--- config.mk ---
export PLATFORM = sky130hd
export DESIGN_NAME = event_out_fifo
export DESIGN_NICKNAME = d
export VERILOG_FILES = /design/src/rtl/event_out_fifo.sv
export SDC_FILE = /design/constraint.sdc
export NUM_CORES = 1
export LEC_CHECK = 0
export CAP_MARGIN = 20
export CORE_MARGIN = 1.5
export CORE_UTILIZATION = 60
export DETAILED_ROUTE_END_ITERATION = 7
export GPL_TIMING_DRIVEN = 0
export PLACE_DENSITY = 0.84
export SETUP_SLACK_MARGIN = 0.1
export SYNTH_ARGS = -nofsm -noshare
export SYNTH_HDL_FRONTEND = slang
export SYNTH_SLANG_ARGS = --single-unit
--- constraint.sdc ---
create_clock -name clk_i -period 5.3 [get_ports clk_i]
set_clock_uncertainty 0.2 [all_clocks]
set_input_delay 1.325 -clock clk_i [delete_from_list [all_inputs] [get_ports clk_i]]
set_output_delay 1.325 -clock clk_i [all_outputs]
set_load 0.01 [all_outputs]
--- src/rtl/event_out_fifo.sv ---
// Event output FIFO: buffers encoded address-events and presents them on a
// registered first-word-fall-through valid/ready stream with drop accounting.
module event_out_fifo #(
    parameter int WIDTH     = 32,
    parameter int DEPTH     = 16,
    parameter int AFULL_LVL = 12,
    parameter int CNT_W     = 16
) (
    input  logic                     clk_i,
    input  logic                     reset_i,
    input  logic                     evt_valid_i,
    input  logic [WIDTH-1:0]         evt_data_i,
    output logic                     m_valid_o,
    output logic [WIDTH-1:0]         m_data_o,
    input  logic                     m_ready_i,
    output logic [$clog2(DEPTH):0]   level_o,
    output logic                     almost_full_o,
    output logic                     overflow_o,
    output logic [CNT_W-1:0]         drop_cnt_o,
    input  logic                     clr_i
);
    localparam int AW = $clog2(DEPTH);
    localparam int LW = AW + 1;

    logic [WIDTH-1:0] mem [DEPTH];
    logic [LW-1:0]    wptr;
    logic [LW-1:0]    rptr;
    logic [LW-1:0]    level;
    logic [LW-1:0]    lvl_nxt;
    logic [LW-1:0]    settled;
    logic [AW-1:0]    rd_idx;
    logic             full;
    logic             pop;
    logic             push;
    logic             drop;

    always_comb begin
        level   = wptr - rptr;
        full    = (wptr[AW-1:0] == rptr[AW-1:0]) && (wptr[AW] != rptr[AW]);
        pop     = m_valid_o & m_ready_i;
        push    = evt_valid_i & (~full | pop);
        drop    = evt_valid_i & full & ~pop;
        lvl_nxt = level + LW'(push) - LW'(pop);
        // Only entries written before this edge feed the output register,
        // which gives the one-cycle fall-through latency with no bypass path.
        settled = level - LW'(pop);
        rd_idx  = rptr[AW-1:0] + AW'(pop);
    end

    assign level_o = level;

    always_ff @(posedge clk_i) begin
        if (!reset_i && push) begin
            mem[wptr[AW-1:0]] <= evt_data_i;
        end
    end

    always_ff @(posedge clk_i) begin
        if (reset_i) begin
            wptr          <= '0;
            rptr          <= '0;
            m_valid_o     <= 1'b0;
            m_data_o      <= '0;
            almost_full_o <= 1'b0;
            overflow_o    <= 1'b0;
            drop_cnt_o    <= '0;
        end else begin
            if (push) begin
                wptr <= wptr + LW'(1);
            end
            if (pop) begin
                rptr <= rptr + LW'(1);
            end
            m_valid_o     <= (settled != '0);
            m_data_o      <= mem[rd_idx];
            almost_full_o <= (lvl_nxt >= LW'(AFULL_LVL));
            if (clr_i) begin
                overflow_o <= 1'b0;
                drop_cnt_o <= '0;
            end else if (drop) begin
                overflow_o <= 1'b1;
                if (drop_cnt_o != '1) begin
                    drop_cnt_o <= drop_cnt_o + CNT_W'(1);
                end
            end
        end
    end
endmodule
* Word-level counts from Yosys, hierarchy flattened
Memories as Yosys holds them, arrays and structs flattened. A register that Yosys moved wholly into a read port is not among the register bits. Cells that the tools add are included.
Word-level totals: logic and storage cells 34, input port bits 37, memory bits (writable) 512, memories 1, latch bits 0, register bits after elaboration 29, memory bits (read-only) 0
Memory list:
- mem | words 16, width 32, rd ports 1, clocked after memory_dff 1, write ports 1, RTL line 25 | logic [WIDTH-1:0] mem [DEPTH];
Cells by class: multipliers 0, $add $sub $neg 8, bitwise gates (word level) 7, reductions and logical operators 6, shift operators 0, order comparisons 1, equality and inequality tests 3, muxes and demuxes 2, divide/modulo/power cells 0
Operators by type and width (number):
- adder 16 x 1 -> 16 bit (second input constant) | 1
- inequality test 16 bit (second input constant) | 1
- adder 5 x 1 -> 5 bit (second input constant) | 2
- subtractor 5 x 1 -> 5 bit | 2
- adder 5 x 1 -> 5 bit | 1
- greater-or-equal comparator 5 x 4 -> 1 bit (second input constant) | 1
- nonzero test 5 bit | 1
- subtractor 5 bit | 1
- adder 4 x 1 -> 4 bit | 1
- AND 1 bit | 4
- == test 4 bit | 1
- logical AND 1 bit | 2
- two-way mux 1 bit | 2
- NOT 1 bit | 2
- AND reduction 2 bit | 1
- OR reduction 2 bit | 1
- logical NOT 1 bit | 1
- inequality test 1 bit | 1
- OR 1 bit | 1

* Logic depth before layout (Yosys ltp)
Gate-level depths: netlist of the first run.
word-level depth 8, depth in mapped cells 14

* Worst setup path before layout of the first run
No wires, ideal clock.
path type input port to flip-flop, from in m_ready_i, to mem mem[0][0] (enable), setup slack 0.999 ns, stages 5, arrival 3.680 ns, cells stage by stage nand2_1 -> a31oi_2 -> inv_1 -> or3_1 -> nor2_1
On the way: word-level cells in the longest chain between the ends 6
Ends and longest elaborated chain:
- start, declared | RTL line 15 | input logic m_ready_i,
- AND 1 bit | RTL line 40 | pop = m_valid_o & m_ready_i;
- OR 1 bit | RTL line 41 | push = evt_valid_i & (~full | pop);
- AND 1 bit | RTL line 41
- logical AND 1 bit | RTL line 53 | if (!reset_i && push) begin
- two-way mux 1 bit | RTL line 53
- two-way mux 1 bit (implied by the code) | RTL line 54 | mem[wptr[AW-1:0]] <= evt_data_i;
- end, declared | RTL line 25
No other way between the ends.

* Final worst setup path of the first run
from in m_ready_i, to reg m_data_o[23] (read register of mem)
On the way: word-level cells in the longest chain between the ends 2
Ends and longest elaborated chain:
- AND 1 bit | RTL line 40
- named net pop | RTL line 33 | logic pop;
- adder 4 x 1 -> 4 bit | RTL line 47 | rd_idx = rptr[AW-1:0] + AW'(pop);
- end, declared | RTL line 14 | output logic [WIDTH-1:0] m_data_o,
The timed path passes the listed nets, and every way through them passes these cells. A chain may end at the register's enable or synchronous reset.

==> run_summary.xml, run 1 <==
<?xml version="1.0" encoding="UTF-8"?>
<metrics>
  <group name="setup_path">
    <metric name="critPathSlowestCell" unit="">clkbuf_1</metric>
    <metric name="worst_ep_arrival_time" unit="ps">5250</metric>
    <metric name="critical_path.startpoint_type" unit="">input pin</metric>
    <metric name="worstPathMaxFanout" unit="">10</metric>
    <metric name="cp_data_required_time" unit="ps">5530</metric>
    <metric name="critical_path.endpoint_type" unit="">flop</metric>
    <metric name="worst_path_largest_cell_delay" unit="ps">840</metric>
    <metric name="critPathKind" unit="">input pin to flop</metric>
    <metric name="crit_path_cell_trace" unit="">clkdlybuf4s50_1, nand2_1, inv_1, ha_1, ha_1, buf_2, buf_1, clkbuf_1, mux4_2, mux2i_1, a211oi_1</metric>
    <metric name="cpMostUsedCell" unit="">ha_1</metric>
  </group>
  <group name="timing">
    <metric name="hold-worst-slack" unit="ps">245</metric>
    <metric name="slew_headroom" unit="%">26.2</metric>
    <metric name="achievable_frequency" unit="MHz">199</metric>
    <metric name="grt_setup_unrepaired" unit="">no</metric>
    <metric name="transition_time_at_the_pin_with_the_least_slew_margin" unit="ps">1100</metric>
    <metric name="period_share" unit="%">94.8</metric>
    <metric name="layout_min_cycle_time" unit="ps">5030</metric>
    <metric name="report.final.slew_viol_count" unit="">0</metric>
    <metric name="count_of_endpoints_failing_setup_in_the_final_report" unit="">0</metric>
    <metric name="finalHoldViolCount" unit="">0</metric>
    <metric name="setup_ws_final" unit="ps">274</metric>
  </group>
  <group name="flow_run">
    <metric name="cap_violations" unit="">0</metric>
  </group>
  <group name="final_layout">
    <metric name="proportion_of_layout_cells_with_a_drive_suffix_above_1" unit="%">20.7</metric>
    <metric name="final_cell_count_no_fill" unit="">1755</metric>
    <metric name="final_cell_area" unit="um2">25900</metric>
    <metric name="flow.area_growth_from_synthesis" unit="%">17.2</metric>
    <metric name="fill_cells" unit="">2085</metric>
    <metric name="design.final.nets" unit="">1305</metric>
    <metric name="antenna-diode-count" unit="">0</metric>
  </group>
  <group name="logic_synthesis">
    <metric name="synth.net_count" unit="">1141</metric>
    <metric name="ys_seq_area_share" unit="%">75.1</metric>
    <metric name="syn_avg_cell_area" unit="um2">20.4</metric>
    <metric name="synth.top_cell.area_share" unit="%">69.6</metric>
    <metric name="synth_top_flop_cell" unit="">edfxtp_1</metric>
    <metric name="synth.yosys.warnings" unit="">0</metric>
    <metric name="yosys-top-cells-area" unit="">edfxtp_1 70%, mux4_2 13%, dfxtp_1 5.5%, a211oi_1 2.3%, mux2i_1 1.5%</metric>
    <metric name="synthesis.area" unit="um2">22100</metric>
    <metric name="synth_top_family_by_area" unit="">multiplexers</metric>
    <metric name="netlist_top_cells_count" unit="">512 x edfxtp_1, 128 x mux4_2, 69 x a211oi_1, 61 x dfxtp_1, 41 x nor2_1</metric>
    <metric name="async_flop_share" unit="%">0</metric>
    <metric name="synth.mux.area_fraction" unit="%">14.6</metric>
    <metric name="synth_cells" unit="">1081</metric>
    <metric name="postSynthRegisterBits" unit="">573</metric>
    <metric name="yosys.area_share.adder" unit="%">1.37</metric>
    <metric name="synth_compound_area_share" unit="%">2.96</metric>
    <metric name="synth_edf_count" unit="">512</metric>
    <metric name="synth_xor_xnor_area_share" unit="%">1.49</metric>
    <metric name="synthSimpleGateAreaFrac" unit="%">3.12</metric>
    <metric name="synth_most_common_cell" unit="">edfxtp_1</metric>
    <metric name="synth_area_leader_cell" unit="">edfxtp_1</metric>
    <metric name="ys_types" unit="">41</metric>
  </group>
  <group name="clock_tree">
    <metric name="insertion_delay" unit="ps">580</metric>
    <metric name="cts_resized" unit="">0</metric>
    <metric name="cts_tree" unit="">done</metric>
    <metric name="cts_buffer_depth" unit="">3</metric>
    <metric name="clock_tree.root_cell" unit="">clkbuf_16</metric>
    <metric name="tritoncts_num_sinks" unit="">573</metric>
    <metric name="cts-htree-levels" unit="">2</metric>
    <metric name="post_cts.repair.setup_buffers" unit="">0</metric>
    <metric name="cts-buffers-inserted" unit="">54</metric>
    <metric name="path_clk_slew" unit="ps">60</metric>
    <metric name="cts_hold_buffers" unit="">0</metric>
  </group>
  <group name="die">
    <metric name="die_y_extent" unit="um">195</metric>
    <metric name="num_io_pins" unit="">93</metric>
    <metric name="std_cell_core_area" unit="um2">36400</metric>
    <metric name="die_area" unit="um2">38000</metric>
    <metric name="initial_utilization" unit="%">60.6</metric>
    <metric name="rows" unit="">70</metric>
    <metric name="die_w" unit="um">195</metric>
  </group>
  <group name="grt">
    <metric name="grt_max_degree" unit="">26</metric>
    <metric name="wire_length_of_the_first_global_routing_pass" unit="um">74900</metric>
    <metric name="vias_in_the_first_global_route" unit="">12100</metric>
    <metric name="grt_overflow_total" unit="">0</metric>
    <metric name="grt_util_all_layers" unit="%">27.2</metric>
    <metric name="grt_antenna_before_repair" unit="">0</metric>
  </group>
  <group name="placement">
    <metric name="place_hpwl" unit="um">30000</metric>
    <metric name="buffer_ports.inserted" unit="">92</metric>
    <metric name="postPlaceCellArea" unit="um2">24100</metric>
    <metric name="place.gp.congestion" unit="">0.810</metric>
    <metric name="place.detailed.instances" unit="">1657</metric>
    <metric name="dpl_worst_slack" unit="ps">-143</metric>
  </group>
  <group name="pwr">
    <metric name="total_power" unit="uW">11000</metric>
    <metric name="vdd.ir_drop.worst" unit="mV">0.251</metric>
    <metric name="power_density_normalized_to_cell_area" unit="nW/um2">424</metric>
    <metric name="static-leakage-power" unit="uW">0.00803</metric>
  </group>
  <group name="drt">
    <metric name="totalWireLength" unit="um">50500</metric>
    <metric name="total_via_count_in_the_routed_design" unit="">11500</metric>
    <metric name="detail_route.first_pass.iterations" unit="">5</metric>
    <metric name="routed_wire_length_per_instance" unit="um">28.8</metric>
    <metric name="vias_per_cell" unit="">6.56</metric>
    <metric name="number_of_nets_with_antenna_violations_after_detailed_routing" unit="">0</metric>
    <metric name="route.detailed.drc" unit="">0</metric>
    <metric name="drt_first_iter_violations" unit="">1261</metric>
  </group>
  <group name="outcome">
    <metric name="outcome" unit="">completed</metric>
  </group>
  <group name="worst_hold_path">
    <metric name="hp-class" unit="">flop to flop</metric>
  </group>
</metrics>
[area by class of cell]
| type | count | area [um2] | share of cell area (%) |
|---|---|---|---|
| repair buffers | 108 | 1320 | 5.12 |
| clock inverters | 27 | 220 | 0.851 |
| multi-input cells | 436 | 5320 | 20.5 |
| flip-flops and latches | 573 | 16600 | 64.1 |
| inverters | 18 | 67.6 | 0.261 |
| plain buffers | 54 | 228 | 0.880 |
| clock buffers | 71 | 1540 | 5.95 |
| well taps | 468 | 586 | 2.26 |
[worst paths after layout]
kind                            startpoint            to  slack (ps)  cells after the start
worst min-delay path            overflow_o    overflow_o         240                      2
worst max-delay path             m_ready_i  m_data_o[23]         270                     11
worst min register to register  overflow_o    overflow_o         240                      2
worst max register to register   m_valid_o  m_data_o[23]        1090                     10
[worst max-delay path, delay by kind of cell]
family | cells | cell delay [ps]
buffers and inverters | 5 | 2230
adder cells (fa/ha/maj) | 2 | 550
multiplexers | 2 | 490
AO/OA/AOI/OAI | 1 | 460
AND/OR/NAND/NOR | 1 | 190
[report_power, final]
| part | internal (uW) | switching, uW |
|---|---|---|
| sequential | 5010 | 34.4 |
| combinational | 1080 | 1020 |
| clock | 2190 | 1640 |
| total | 8280 | 2690 |
[per-layer routing]
metal	routed length, um	global-route usage, %
met1	18500	35.3
met3	4260	4.44
met4	2060	12.0
met5	0	0
met2	25700	46.1
[metrics by stage]
step | TNS, ps | util (%)
final | 0 | 71.0
after global routing | 0 | 71.0
after CTS | 0 | 71.0
after detailed placement | -656 | 66.2
after global placement | -404070 | 64.8
after floorplan | 0 | -
[layout by cell type, fill, tap and decap left out, types with 25 or more instances in the layout]
master           count
edfxtp_1           512
clkbuf_1            41
nor2b_1             32
clkdlybuf4s50_1     92
mux4_2             128
a211oi_1            69
dfxtp_1             61
mux2i_1             34
clkbuf_16           58
nor2_1              25
[kinds of logic after synthesis]
| family | Yosys count |
|---|---|
| buffers and inverters | 72 |
| multiplexers | 162 |
| AO/OA/AOI/OAI | 90 |
| flip-flops | 573 |
| XOR/XNOR | 32 |
| AND/OR/NAND/NOR | 129 |
| adder cells (fa/ha/maj) | 23 |
[sequential cells by signal, indices dropped and copies added (netlist names)]
signal and cells:
almost_full_o 1, rptr 5, m_valid_o 1, wptr 5
mem 512, m_data_o 32, overflow_o 1, drop_cnt_o 16
No activity file was read; power rests on OpenSTA's default activity.
==> inputs of run 2 (changes only) <==
==> constraint.sdc (replaced) <==
create_clock -name clk_i -period 6.22 [get_ports clk_i]
set_clock_uncertainty 0.2 [all_clocks]
set_input_delay 1.555 -clock clk_i [delete_from_list [all_inputs] [get_ports clk_i]]
set_output_delay 1.555 -clock clk_i [all_outputs]
set_load 0.01 [all_outputs]
==> results of run 2 <==
The final DEF is identical to that of run 1. Status: completed.
Among the figures that moved: setup slack after placement -143 ps -> 547 ps; setup slack after layout 274 ps -> 964 ps; register-to-register setup slack 1090 ps -> 2010 ps; total power 11000 uW -> 9350 uW; worst IR drop on VDD 0.251 mV -> 0.214 mV
==> inputs of run 3 (changes only) <==
--- a/config.mk
+++ b/config.mk
@@ -7,10 +7,10 @@
 export LEC_CHECK = 0
 export CAP_MARGIN = 20
 export CORE_MARGIN = 1.5
-export CORE_UTILIZATION = 60
+export CORE_UTILIZATION = 54
 export DETAILED_ROUTE_END_ITERATION = 7
 export GPL_TIMING_DRIVEN = 0
-export PLACE_DENSITY = 0.84
+export PLACE_DENSITY = 0.8
 export SETUP_SLACK_MARGIN = 0.1
 export SYNTH_ARGS = -nofsm -noshare
 export SYNTH_HDL_FRONTEND = slang
==> constraint.sdc (replaced) <==
create_clock -name clk_i -period 4.65 [get_ports clk_i]
set_clock_uncertainty 0.2 [all_clocks]
set_input_delay 1.1625 -clock clk_i [delete_from_list [all_inputs] [get_ports clk_i]]
set_output_delay 1.1625 -clock clk_i [all_outputs]
set_load 0.01 [all_outputs]
==> run 3 against run 2 <==
  * Clock power grew 40%
  * Power increased by 36%
  * Non-clock buffer count unchanged
  * Core utilization fell by 5.9 points
  * Final cell count grew 3.4%
  * Worst setup slack lost 840 ps
  * Global-route usage fell by 4.0 points
  * Via count decreased by 2.3%
  * Clock-buffer cell count rose by 6
  * First-iteration DRC count shrank 1.4%
  * Sequential share of layout area fell by 0.40 points
  * Sequential cell count is the same
==> run_summary.xml, run 3 (same netlist as run 1, synthesis figures left out) <==
<?xml version="1.0" encoding="UTF-8"?>
<metrics>
  <group name="final_layout">
    <metric name="final_cell_area" unit="um2">26000</metric>
    <metric name="flow.area_growth_from_synthesis" unit="%">17.9</metric>
    <metric name="final_common_cell" unit="">edfxtp_1</metric>
    <metric name="largest_register_ffs" unit="">512</metric>
    <metric name="layout.cells.most_common_list" unit="">512 x edfxtp_1, 128 x mux4_2, 92 x clkdlybuf4s50_1</metric>
    <metric name="proportion_of_layout_cells_with_a_drive_suffix_above_1" unit="%">20.6</metric>
    <metric name="final_cell_count_no_fill" unit="">1815</metric>
    <metric name="multi_input_gate_area" unit="um2">5330</metric>
    <metric name="fill_cells" unit="">2553</metric>
    <metric name="design.final.nets" unit="">1305</metric>
    <metric name="post-route-util" unit="%">65.1</metric>
    <metric name="sequential_cell_area" unit="um2">16600</metric>
  </group>
  <group name="clock_tree">
    <metric name="insertion_delay" unit="ps">590</metric>
    <metric name="path_clk_slew" unit="ps">60</metric>
    <metric name="clock_tree.root_cell" unit="">clkbuf_16</metric>
    <metric name="cts-htree-levels" unit="">2</metric>
    <metric name="cts_hold_buffers" unit="">0</metric>
    <metric name="cts-buffers-inserted" unit="">54</metric>
    <metric name="post_cts.repair.setup_buffers" unit="">0</metric>
    <metric name="tritoncts_num_sinks" unit="">573</metric>
    <metric name="cts_tree" unit="">done</metric>
    <metric name="cts_buffer_depth" unit="">3</metric>
  </group>
  <group name="placement">
    <metric name="place.gp.congestion" unit="">0.834</metric>
    <metric name="postPlaceCellArea" unit="um2">24200</metric>
    <metric name="buffer_ports.inserted" unit="">92</metric>
    <metric name="place_hpwl" unit="um">29100</metric>
    <metric name="place.detailed.instances" unit="">1714</metric>
  </group>
  <group name="pwr">
    <metric name="static-leakage-power" unit="uW">0.00807</metric>
    <metric name="internal_power" unit="uW">9690</metric>
    <metric name="vdd.ir_drop.worst" unit="mV">0.323</metric>
    <metric name="net-switching-power" unit="uW">2990</metric>
    <metric name="netSwitchingFraction" unit="%">23.6</metric>
    <metric name="power_density_normalized_to_cell_area" unit="nW/um2">487</metric>
    <metric name="part_of_the_power_in_the_clock_network" unit="%">35.9</metric>
    <metric name="comb_power_share" unit="%">18.7</metric>
    <metric name="power.share.sequential" unit="%">45.4</metric>
    <metric name="total_power" unit="uW">12700</metric>
  </group>
  <group name="timing">
    <metric name="transition_time_at_the_pin_with_the_least_slew_margin" unit="ps">1090</metric>
    <metric name="period_share" unit="%">97.3</metric>
    <metric name="final_total_negative_setup_slack" unit="ps">0</metric>
    <metric name="achievable_frequency" unit="MHz">221</metric>
    <metric name="grt_setup_unrepaired" unit="">yes</metric>
    <metric name="slew_headroom" unit="%">26.5</metric>
    <metric name="layout_min_cycle_time" unit="ps">4520</metric>
    <metric name="count_of_endpoints_failing_setup_in_the_final_report" unit="">0</metric>
    <metric name="finalHoldViolCount" unit="">0</metric>
    <metric name="report.final.slew_viol_count" unit="">0</metric>
  </group>
  <group name="drt">
    <metric name="detail_route.first_pass.iterations" unit="">5</metric>
    <metric name="route.detailed.drc" unit="">0</metric>
    <metric name="total_via_count_in_the_routed_design" unit="">11300</metric>
    <metric name="drt_first_iter_violations" unit="">1243</metric>
    <metric name="totalWireLength" unit="um">47700</metric>
    <metric name="vias_per_cell" unit="">6.20</metric>
    <metric name="routed_wire_length_per_instance" unit="um">26.3</metric>
    <metric name="number_of_nets_with_antenna_violations_after_detailed_routing" unit="">0</metric>
  </group>
  <group name="setup_path">
    <metric name="crit_path_cell_trace" unit="">clkdlybuf4s50_1, nand2_1, inv_1, ha_1, ha_1, xor2_2, clkbuf_2, clkbuf_1, a211oi_1, a211oi_1</metric>
    <metric name="worst_path_largest_cell_delay" unit="ps">590</metric>
    <metric name="r2r-end" unit="">almost_full_o</metric>
    <metric name="reg_to_reg_setup_timing_slack" unit="ps">530</metric>
    <metric name="critical_path_buffer_and_inverter_count" unit="">4</metric>
    <metric name="cp_data_required_time" unit="ps">4870</metric>
    <metric name="critical_path.startpoint_type" unit="">input pin</metric>
    <metric name="critPathTopFamily" unit="">buffers and inverters</metric>
    <metric name="worst_ep_arrival_time" unit="ps">4740</metric>
    <metric name="critical_path.endpoint_type" unit="">flop</metric>
    <metric name="timing.rr.start" unit="">rptr[2]</metric>
    <metric name="worstPathMaxFanout" unit="">10</metric>
    <metric name="rr_worst_depth" unit="">14</metric>
    <metric name="critPathKind" unit="">input pin to flop</metric>
    <metric name="critPathSlowestCell" unit="">a211oi_1</metric>
  </group>
  <group name="worst_hold_path">
    <metric name="worst_hold_path.num_cells" unit="">2</metric>
    <metric name="timing.hold.worst_endpoint" unit="">overflow_o</metric>
    <metric name="hold_path_startpoint" unit="">overflow_o</metric>
    <metric name="hp-class" unit="">flop to flop</metric>
  </group>
  <group name="grt">
    <metric name="wire_length_of_the_first_global_routing_pass" unit="um">71000</metric>
    <metric name="grt_antenna_before_repair" unit="">0</metric>
    <metric name="grt_util_all_layers" unit="%">23.2</metric>
    <metric name="grt_overflow_total" unit="">0</metric>
    <metric name="grt_max_degree" unit="">28</metric>
    <metric name="vias_in_the_first_global_route" unit="">11400</metric>
  </group>
  <group name="flow_run">
    <metric name="cap_violations" unit="">0</metric>
  </group>
  <group name="die">
    <metric name="die_y_extent" unit="um">205</metric>
    <metric name="die_w" unit="um">205</metric>
    <metric name="num_io_pins" unit="">93</metric>
    <metric name="rows" unit="">73</metric>
    <metric name="initial_utilization" unit="%">55.2</metric>
    <metric name="std_cell_core_area" unit="um2">40000</metric>
    <metric name="die_area" unit="um2">42100</metric>
  </group>
  <group name="outcome">
    <metric name="outcome" unit="">completed</metric>
  </group>
</metrics>
[run 3: worst max path at each step]
stage / start / endpoint / slack [ps] / cells past startpoint
3_3_place_gp: m_ready_i / mem[0][18] / -1580 / 6
3_5_place_dp: m_ready_i / m_data_o[22] / -870 / 11
4_1_cts: m_ready_i / m_data_o[22] / 10 / 10
6_report: m_ready_i / m_data_o[22] / 130 / 10
5_1_grt: m_ready_i / m_data_o[22] / 90 / 10
2_1_floorplan: m_ready_i / mem[0][0] / 510 / 5
[run 3: final cells by class]
| class | count | share of cell area (%) |
|---|---|---|
| clock buffer | 77 | 5.75 |
| buffer | 54 | 0.942 |
| clock inverter | 23 | 1.35 |
| sequential | 573 | 63.7 |
| inverter | 18 | 0.259 |
| tap | 525 | 2.52 |
| timing repair buffer | 108 | 5.00 |
| antenna | 1 | 0.00961 |
| multi-input combinational | 436 | 20.4 |
[run 3: repair_timing]
item | CTS | global route
resized for setup | 5 | 8
setup endpoints to repair | 23 | 29
hold endpoints to repair | 0 | 0
[run 3: power by group through the flow]
stage | combinational [uW] | clock, uW | sequential, uW
2_1_floorplan | 1630 | 0 | 5890
5_1_grt | 2540 | 4810 | 5760
3_3_place_gp | 2280 | 0 | 5860
4_1_cts | 2410 | 4600 | 5750
6_report | 2370 | 4550 | 5750
3_5_place_dp | 2370 | 0 | 5860
[run 3: stage by stage]
stage / hold WS (ps) / setup WS [ps]
after floorplan: 270 / 511
after global routing: 288 / 91.9
after CTS: 263 / 10.0
final: 271 / 125
after global placement: 248 / -1580
after detailed placement: 254 / -868
[run 3: worst reg2reg max path, cell delays in order (launching register included)]
cell and delay (ps):
dfxtp_1 470, inv_1 120, ha_1 340, and4_1 260
a31oi_2 520, inv_1 130, ha_1 300, inv_1 40
ha_1 200, fa_1 440, a21o_1 180, a21oi_1 170
xnor3_1 240, xnor3_1 190, a31oi_1 220
[run 3: layer usage]
| metal | wire, um | share of wire (%) | track usage (%) | vias to the layer above |
|---|---|---|---|---|
| met4 | 1310 | 2.7 | 7.79 | 0 |
| li1 | - | - | - | 4760 |
| met1 | 18700 | 39 | 31.1 | 5837 |
| met3 | 3310 | 6.9 | 3.36 | 93 |
| met2 | 24400 | 51 | 39.4 | 567 |
| met5 | 0 | 0 | 0 | - |
==> RTL edit (config.mk and constraints of run 1) <==
Change the parameter `CNT_W` from 16 to 18.
--- a/src/rtl/event_out_fifo.sv
+++ b/src/rtl/event_out_fifo.sv
@@ -4,7 +4,7 @@
     parameter int WIDTH     = 32,
     parameter int DEPTH     = 16,
     parameter int AFULL_LVL = 12,
-    parameter int CNT_W     = 16
+    parameter int CNT_W     = 18
 ) (
     input  logic                     clk_i,
     input  logic                     reset_i,
Interface: changed (resized drop_cnt_o); port bits go from 93 to 95. The function was not compared with the original's and may differ.
==> RTL edit against run 1 <==
Sequential power hardly changed; sequential cell count is 2 higher; count of clock-buffer cells in the layout is 2 higher; maximum frequency is 1.2% lower; design area is 0.28% higher; die area is 0.17% higher; setup slack worse by 0.064 ns; total power hardly changed; synthesized area is 0.17% higher; wire length is 2.3% lower.
==> RTL edit: results (changes against run 1) <==
Timing
The worst hold slack after final layout is 0.269 ns (+0.0244 ns).

Global route
The routing usage on met1 is 0.352 (-0.000463). The first-pass GRT wire length is 73.9 mm (-1.4%). The global routing usage on met2 is 0.451 (-0.0104). The global routing met3 resource utilization is 0.0430 (-0.00142).

Worst setup path
The endpoint arrival time on the critical path is 5.31 ns (+0.06 ns). The peak per-stage delay on the critical path is 0.86 ns (+0.02 ns). The setup slack of the most critical reg-to-reg path is 1.05 ns (-0.04 ns).

Detailed routing
The wire length on met1 is 18.3 mm (-0.71%). The met2 wire length is 25.1 mm (-2.3%). The routed via count divided by cell count is 6.44 (-1.9%).

Final layout
The antenna diode count was 1 (+1). The proportion of layout cells with a drive suffix above 1 is 0.205 (-0.00159). The count of multi-input gates came to 438 (+0.46%).

The final-layout non-clock buffer area share is 0.0615 (+0.00152). The fill cell instance count of the final layout is 2,072 (-0.62%). The number of inverters outside the clock class in the layout came to 15 (-3).

Run status
The run finished with clean final reports.

Synthesis
The synthesized-area fraction occupied by adder cells is 0.0137 (-0.0000233). Yosys attributes the largest share of cell area to edfxtp_1, mux4_2, dfxtp_1, a211oi_1, mux2i_1. The count of different cell masters after synthesis came to 37 (-9.8%). The mux share of post-synthesis cell area is 0.146 (-0.000248). The post-synthesis compound-gate area fraction is 0.0274 (-0.00220). The register bit total from synthesis came to 575 (+0.35%).

Power
The leakage power came to 8.11 nW (+0.95%). The power per cell area was 423 mW/mm2 (-0.22%).
-- RTL edit: cell types whose count changed after synthesis, sizes merged, moves of 3 or more --
cell,change
o21ai,-3
a211oi,-4
buf,+3
and3,+3
xor2,+13
nor2,+4
xnor2,-3
nor4,-5
nand3b,-3
inv,-3
and2,+4
xnor3,-3
-- RTL edit: through the flow --
| step | setup TNS [ns] | setup slack (ns) | cell area [um2] | std cells |
|---|---|---|---|---|
| 5_1_grt | 0 | 0.107 | 25900 | 1766 |
| 4_1_cts | 0 | 0.324 | 25900 | 1765 |
| 3_5_place_dp | -0.586 | -0.139 | 24200 | 1663 |
| 6_report | 0 | 0.211 | 25900 | 1766 |
| 2_1_floorplan | 0 | 0.851 | 22100 | 1084 |
| 3_3_place_gp | -479.98 | -1.27 | 23700 | 1646 |
